File: src/rtl/store_buffer.sv
// store_buffer: posted-write FIFO between the MEM stage and a byte-addressable
// data memory. Loads own the memory port when they are hazard-free; otherwise
// the oldest buffered store drains. Loads that touch a word still held in the
// buffer stall until the overlapping stores have drained.
module store_buffer #(
    parameter int unsigned DEPTH  = 4,
    parameter int unsigned ADDR_W = 8
) (
    input  logic                      clk,
    input  logic                      rst,
    input  logic                      req_valid,
    input  logic                      req_read,
    input  logic                      req_write,
    input  logic [2:0]                req_fun3,
    input  logic [ADDR_W-1:0]         req_addr,
    input  logic [31:0]               req_wdata,
    output logic                      req_stall,
    output logic [31:0]               load_data,
    output logic                      mem_read,
    output logic                      mem_write,
    output logic [2:0]                mem_fun3,
    output logic [ADDR_W-1:0]         mem_addr,
    output logic [31:0]               mem_wdata,
    input  logic [31:0]               mem_rdata,
    output logic [$clog2(DEPTH):0]    sb_count,
    output logic                      sb_empty
);

    localparam int unsigned PTR_W = $clog2(DEPTH);
    localparam int unsigned CNT_W = PTR_W + 1;

    logic [PTR_W-1:0]  head_q, head_d;
    logic [PTR_W-1:0]  tail_q, tail_d;
    logic [CNT_W-1:0]  count_q, count_d;
    logic              sb_empty_q, sb_empty_d;

    logic [2:0]        fifo_fun3_q  [DEPTH];
    logic [ADDR_W-1:0] fifo_addr_q  [DEPTH];
    logic [31:0]       fifo_wdata_q [DEPTH];
    logic [2:0]        fifo_fun3_d  [DEPTH];
    logic [ADDR_W-1:0] fifo_addr_d  [DEPTH];
    logic [31:0]       fifo_wdata_d [DEPTH];

    logic hazard;
    logic is_load;
    logic is_store;
    logic st_legal;
    logic push;
    logic pop;

    // Address of the last byte of an access; wraps modulo the memory size.
    function automatic logic [ADDR_W-1:0] last_byte(input logic [2:0] f3,
                                                     input logic [ADDR_W-1:0] a);
        case (f3[1:0])
            2'b00:   return a;
            2'b01:   return a + ADDR_W'(1);
            default: return a + ADDR_W'(3);
        endcase
    endfunction

    // Two accesses conflict when any first/last word index of one matches the other's.
    function automatic logic words_overlap(input logic [2:0] fa, input logic [ADDR_W-1:0] aa,
                                           input logic [2:0] fb, input logic [ADDR_W-1:0] ab);
        logic [ADDR_W-1:0] la;
        logic [ADDR_W-1:0] lb;
        la = last_byte(fa, aa);
        lb = last_byte(fb, ab);
        return (aa[ADDR_W-1:2] == ab[ADDR_W-1:2]) || (aa[ADDR_W-1:2] == lb[ADDR_W-1:2]) ||
               (la[ADDR_W-1:2] == ab[ADDR_W-1:2]) || (la[ADDR_W-1:2] == lb[ADDR_W-1:2]);
    endfunction

    // Slot i is occupied when its distance from head is below the occupancy.
    function automatic logic slot_valid(input logic [PTR_W-1:0] slot,
                                        input logic [PTR_W-1:0] head,
                                        input logic [CNT_W-1:0] count);
        logic [PTR_W-1:0] off;
        off = slot - head;
        return {1'b0, off} < count;
    endfunction

    // Load hazard: any occupied entry touching a word the incoming request touches.
    always_comb begin
        hazard = 1'b0;
        for (int unsigned i = 0; i < DEPTH; i++) begin
            if (slot_valid(PTR_W'(i), head_q, count_q) &&
                words_overlap(fifo_fun3_q[i], fifo_addr_q[i], req_fun3, req_addr)) begin
                hazard = 1'b1;
            end
        end
    end

    // Port arbitration, enqueue/dequeue and next-state computation.
    always_comb begin
        head_d       = head_q;
        tail_d       = tail_q;
        count_d      = count_q;
        fifo_fun3_d  = fifo_fun3_q;
        fifo_addr_d  = fifo_addr_q;
        fifo_wdata_d = fifo_wdata_q;
        req_stall    = 1'b0;
        load_data    = '0;
        mem_read     = 1'b0;
        mem_write    = 1'b0;
        mem_fun3     = '0;
        mem_addr     = '0;
        mem_wdata    = '0;
        push         = 1'b0;
        pop          = 1'b0;

        is_load  = req_valid & req_read;
        is_store = req_valid & req_write & ~req_read;
        st_legal = ~req_fun3[2] & (req_fun3[1:0] != 2'b11);

        if (!rst) begin
            if (is_load && !hazard) begin
                mem_read  = 1'b1;
                mem_fun3  = req_fun3;
                mem_addr  = req_addr;
                load_data = mem_rdata;
            end else if (count_q != '0) begin
                mem_write = 1'b1;
                mem_fun3  = fifo_fun3_q[head_q];
                mem_addr  = fifo_addr_q[head_q];
                mem_wdata = fifo_wdata_q[head_q];
                pop       = 1'b1;
                head_d    = head_q + PTR_W'(1);
            end

            if (is_load && hazard) begin
                req_stall = 1'b1;
            end

            // Fullness is judged on the pre-edge count, so a same-cycle drain
            // does not make room for a store arriving in that cycle.
            if (is_store && st_legal) begin
                if (count_q == CNT_W'(DEPTH)) begin
                    req_stall = 1'b1;
                end else begin
                    push                 = 1'b1;
                    fifo_fun3_d[tail_q]  = req_fun3;
                    fifo_addr_d[tail_q]  = req_addr;
                    fifo_wdata_d[tail_q] = req_wdata;
                    tail_d               = tail_q + PTR_W'(1);
                end
            end

            count_d = count_q + CNT_W'(push) - CNT_W'(pop);
        end
    end

    assign sb_empty_d = (count_d == '0);

    // Pointer/occupancy state with synchronous reset.
    always_ff @(posedge clk) begin
        if (rst) begin
            head_q     <= '0;
            tail_q     <= '0;
            count_q    <= '0;
            sb_empty_q <= 1'b1;
        end else begin
            head_q     <= head_d;
            tail_q     <= tail_d;
            count_q    <= count_d;
            sb_empty_q <= sb_empty_d;
        end
    end

    // Entry storage; contents are meaningless outside the occupied window.
    always_ff @(posedge clk) begin
        fifo_fun3_q  <= fifo_fun3_d;
        fifo_addr_q  <= fifo_addr_d;
        fifo_wdata_q <= fifo_wdata_d;
    end

    assign sb_count = count_q;
    assign sb_empty = sb_empty_q;

endmodule

File: config.mk
export PLATFORM = sky130hd
export DESIGN_NAME = store_buffer
export DESIGN_NICKNAME = d
export VERILOG_FILES = /design/src/rtl/store_buffer.sv
export SDC_FILE = /design/constraint.sdc
export NUM_CORES = 1
export LEC_CHECK = 0
export BUFFER_PORTS_ARGS = -buffer_cell sky130_fd_sc_hd__buf_2
export CAP_MARGIN = 20
export CELL_PAD_IN_SITES_DETAIL_PLACEMENT = 0
export CELL_PAD_IN_SITES_GLOBAL_PLACEMENT = 1
export CORE_MARGIN = 8
export CORE_UTILIZATION = 30
export DETAILED_ROUTE_END_ITERATION = 12
export MAX_ROUTING_LAYER = met4
export PLACE_DENSITY_LB_ADDON = 0.3
export RECOVER_POWER = 25
export SKIP_LAST_GASP = 1
export SLEW_MARGIN = 20
export SYNTH_ARGS = -nofsm -noshare
export SYNTH_HDL_FRONTEND = slang
export SYNTH_SLANG_ARGS = --single-unit
File: constraint.sdc
create_clock -name clk -period 10.7 [get_ports clk]
set_input_delay 1.605 -clock clk [delete_from_list [all_inputs] [get_ports clk]]
set_output_delay 1.605 -clock clk [all_outputs]
set_load 0.01 [all_outputs]
==> impl_results.md <==
- Status: finished clean
- Int Pwr: about 1.3 mW
- Clock skew: between 0.02 and 0.03 ns
- Root buffer selected by CTS: clkbuf_16
- Post-cts hold buffer count: 0
- Critical path class: in -> out
- PwrDens: around 180 nW/um^2
- Slowest CP cell: buf_4
- Post-Syn Nets: between 700 and 800
- Clock sink total: 180
- Row count: 64
- Worst Slack Setup Final: between 4 and 5 ns
- PortBufs: 161
- Worst r2r path cells: 17
- Final GP Congestion: about 0.79
- Leakage power: just under 4 nW
- Sequential power share: 41.1%
- Yosys cell types: 76
- Largest cells by area after synthesis: edfxtp_1 (56%), mux4_2 (11%), and2_1 (4.9%), ha_1 (1.9%), dfxtp_1 (1.7%)
- 1st-pass router iterations: 5
- DRT antenna net count: 0
- Buf+Inv Stages, Crit Path: 3
- Cell type with the largest total area after synthesis: edfxtp_1
- Comb power frac: 27.0%
- First DRT Iteration DRCs: 392
- CTS tree: yes
- Area fraction of the dominant cell type after synthesis: 56.14%
- CP startpoint kind: input port
- Final net count: 900
- Ys Warns: 0
- Final Non-Filler Cells: 1215
- Minimum clock period: 6.553 ns
- Worst-path cell chain: buf_2, nand2b_1, ha_1, a21oi_4, nor4_1, a32o_1, o31ai_1, a2bb2oi_1, o22ai_2, nand4_4, nor3_4, buf_4, a22o_1, buf_2
- Async set or reset register ratio after synthesis: 0%
- Fmax achieved: 152.6 MHz
- Post-synthesis sequential area ratio: roughly 58%
- Worst path depth: 14
- Number of flops mapped to enable cells by yosys: about 170
- Synth Flop Type: edfxtp_1
- VDD IR-drop max: 0.0001468 V
- Htree depth: 4
- Max_slew headroom: 37.38%
- Largest net degree at the start of global routing: 50
- Synth Area per Inst: 14.07 sq um
- Cell mode on critical path: buf_2
- GRT Total Usage: 13.35%
- Total grt overflow: 0
- Pwr Total: between 1.5 and 2 mW
- Initial antenna violation count: 1
- Setup Buffers After CTS: 0
- Worst skew pair latency: 0.44 ns
- DR vias: 5997
- Max cap viols: 0
- Synth Instances: 654
- Die H: between 150 and 200 microns
- Slew Viols, Final: 0
- Via/cell ratio: 4.936
- Resized cells post-CTS: 0
- Post-Route WL: 24.10 mm
- Worst slew pin tran: 0.9392 ns
- Setup-failing EPs final: 0
- Critical path required time: slightly above 9 ns
- Max Buffers Root-to-Sink: 2
- Placed cells: 1182
- CP max FO: 41
- WL/cell: approximately 20 microns
- P_sw: ~0.61 mW
- Worst hold-check path type: reg -> reg
- TNS Setup: 0 ns
- Largest stage delay on the critical path: about 0.41 ns
- Setup WS pre-CTS: 4.126 ns
- Hold Path Stages: 2
- Estimated wirelength of the detail-placed design: 16.98 mm
- First-pass GRT wire length: 36.31 mm
- Die area: 36530 sq um
- Io pins: 162
- Part of the cycle the worst path needs: ~60%
- Area Growth Syn to Fin: 18.75%
- Clk pwr share: 31.9%
- Switching Fraction: between 30% and 40%
- Core area: 30430 sq um
- TritonCTS Buffers: 17
- Unrepaired setup endpoints after global routing: false
- Starting Density: 30.23%
- Vias in the first global route: 6327
- Share of layout cells above drive strength 1: 29.22%
- DRC Markers: 0
- Final hold vios: 0
- Post-Syn Area: 9200 sq um
- Worst hold slack: 0.5644 ns
- Top delay family on crit path: compound AO/OA/AOI/OAI gates
- #FFs+latches synth: 180
- Die Wd: 191.1 microns
- Data arrival time of the critical path: 4.95 ns
- Crit. End Element: output pin
- Worst-path clk slew: 0.07 ns
path summary, 6_finish.rpt:
check                  from           to  slack [ns]
max reg2reg  fifo_fun3_q[7]     sb_empty        6.53
min reg2reg       tail_q[1]    tail_q[1]        0.56
max             req_fun3[1]  mem_addr[5]        4.15
min               tail_q[1]    tail_q[1]        0.56
worst reg2reg max path, stage by stage (launching register included):
cell	delay, ns
edfxtp_1	0.41
nand2b_1	0.18
ha_1	0.27
a21oi_1	0.53
nor4b_2	0.16
nand4b_1	0.14
a32oi_1	0.15
a22o_1	0.27
a31oi_2	0.20
nand4_4	0.19
o21ba_2	0.28
xnor2_1	0.15
ha_1	0.16
inv_1	0.04
fa_1	0.38
xnor2_1	0.15
xnor2_1	0.15
a31o_2	0.25
logic make-up (layout without fill, tap and decap cells):
kind of cell | Yosys count | count (layout) | share of synthesized area [%]
and+or+nand+nor | 233 | 233 | 14.93
DFF | 180 | 180 | 57.88
AOI/OAI and AO/OA | 94 | 94 | 7.548
muxes | 49 | 49 | 11.22
buffers and inverters | 49 | 213 | 2.856
xor gates and xnor gates | 34 | 34 | 3.441
adders and majority gates | 15 | 15 | 2.122
other | 0 | 1 | 0
sequential cells by signal (all words and copies together), names as in the netlist:
signal	count
fifo_fun3_q	12
fifo_addr_q	32
head_q	2
tail_q	2
sb_empty	1
sb_count	3
fifo_wdata_q	128
through the flow:
stage / instance area (sq um) / util, %
after global placement: 10350 / 34.03
after CTS: 10960 / 36.01
final: 10930 / 35.90
after detailed placement: 10350 / 34.03
after global routing: 10920 / 35.90
after floorplan: 9200 / -
area by class of cell:
class,instances,area [sq um]
Clock buffer,17,425.4
Tap cell,396,495.5
Clock inverter,15,178.9
Timing Repair Buffer,169,830.8
Multi-Input combinational cell,425,3617
Fill cell,2988,19500
Antenna cell,1,2.502
Sequential cell,180,5330
Inverter,12,45.04
routing by layer:
metal	routed length, microns	vias up	track usage (%)
li1	-	2835	-
met5	0	-	-
met2	12020	145	22.11
met1	10560	2987	16.21
met4	586	0	4.914
met3	945	30	2.280
power by group through the flow:
stage | Combinational (mW) | Sequential, mW | Clock [mW]
2_1_floorplan | 0.378 | 0.811 | 0
3_3_place_gp | 0.543 | 0.821 | 0
3_5_place_dp | 0.542 | 0.821 | 0
4_1_cts | 0.544 | 0.805 | 0.642
5_1_grt | 0.581 | 0.807 | 0.665
6_report | 0.527 | 0.804 | 0.625
cells in the final DEF (no fill, tap or decap), types with 14 or more instances in the layout:
| master | count |
|---|---|
| nor3_1 | 17 |
| nor2_1 | 36 |
| and2_1 | 68 |
| ha_1 | 14 |
| nor2b_1 | 14 |
| mux4_2 | 43 |
| nand3_1 | 14 |
| xnor2_1 | 16 |
| clkbuf_1 | 28 |
| buf_2 | 133 |
| xor2_1 | 17 |
| nand2_1 | 19 |
| clkbuf_16 | 17 |
| a21oi_1 | 18 |
| edfxtp_1 | 172 |
Yosys cell counts, types with 3 or more instances:
cell	instances
mux4_2	43
o211ai_1	3
nor2b_1	14
buf_2	8
mux2i_1	3
xnor2_1	16
and3_1	6
mux2_2	3
nand2_1	19
xor2_1	17
buf_4	8
a211oi_1	4
a31oi_1	5
a22o_1	12
nand2b_1	12
or3_1	5
nand4b_1	8
nor3b_1	3
inv_1	11
buf_6	5
and2_1	72
a21oi_1	18
o22ai_1	3
nand3_1	14
nor2_1	36
ha_1	14
o31ai_1	4
nor3_1	17
edfxtp_1	172
clkbuf_1	12
a21o_1	3
nor4_1	5
buf_1	3
o21ai_0	12
nand4_1	7
dfxtp_1	8
Power figures use the tool's default switching activity.
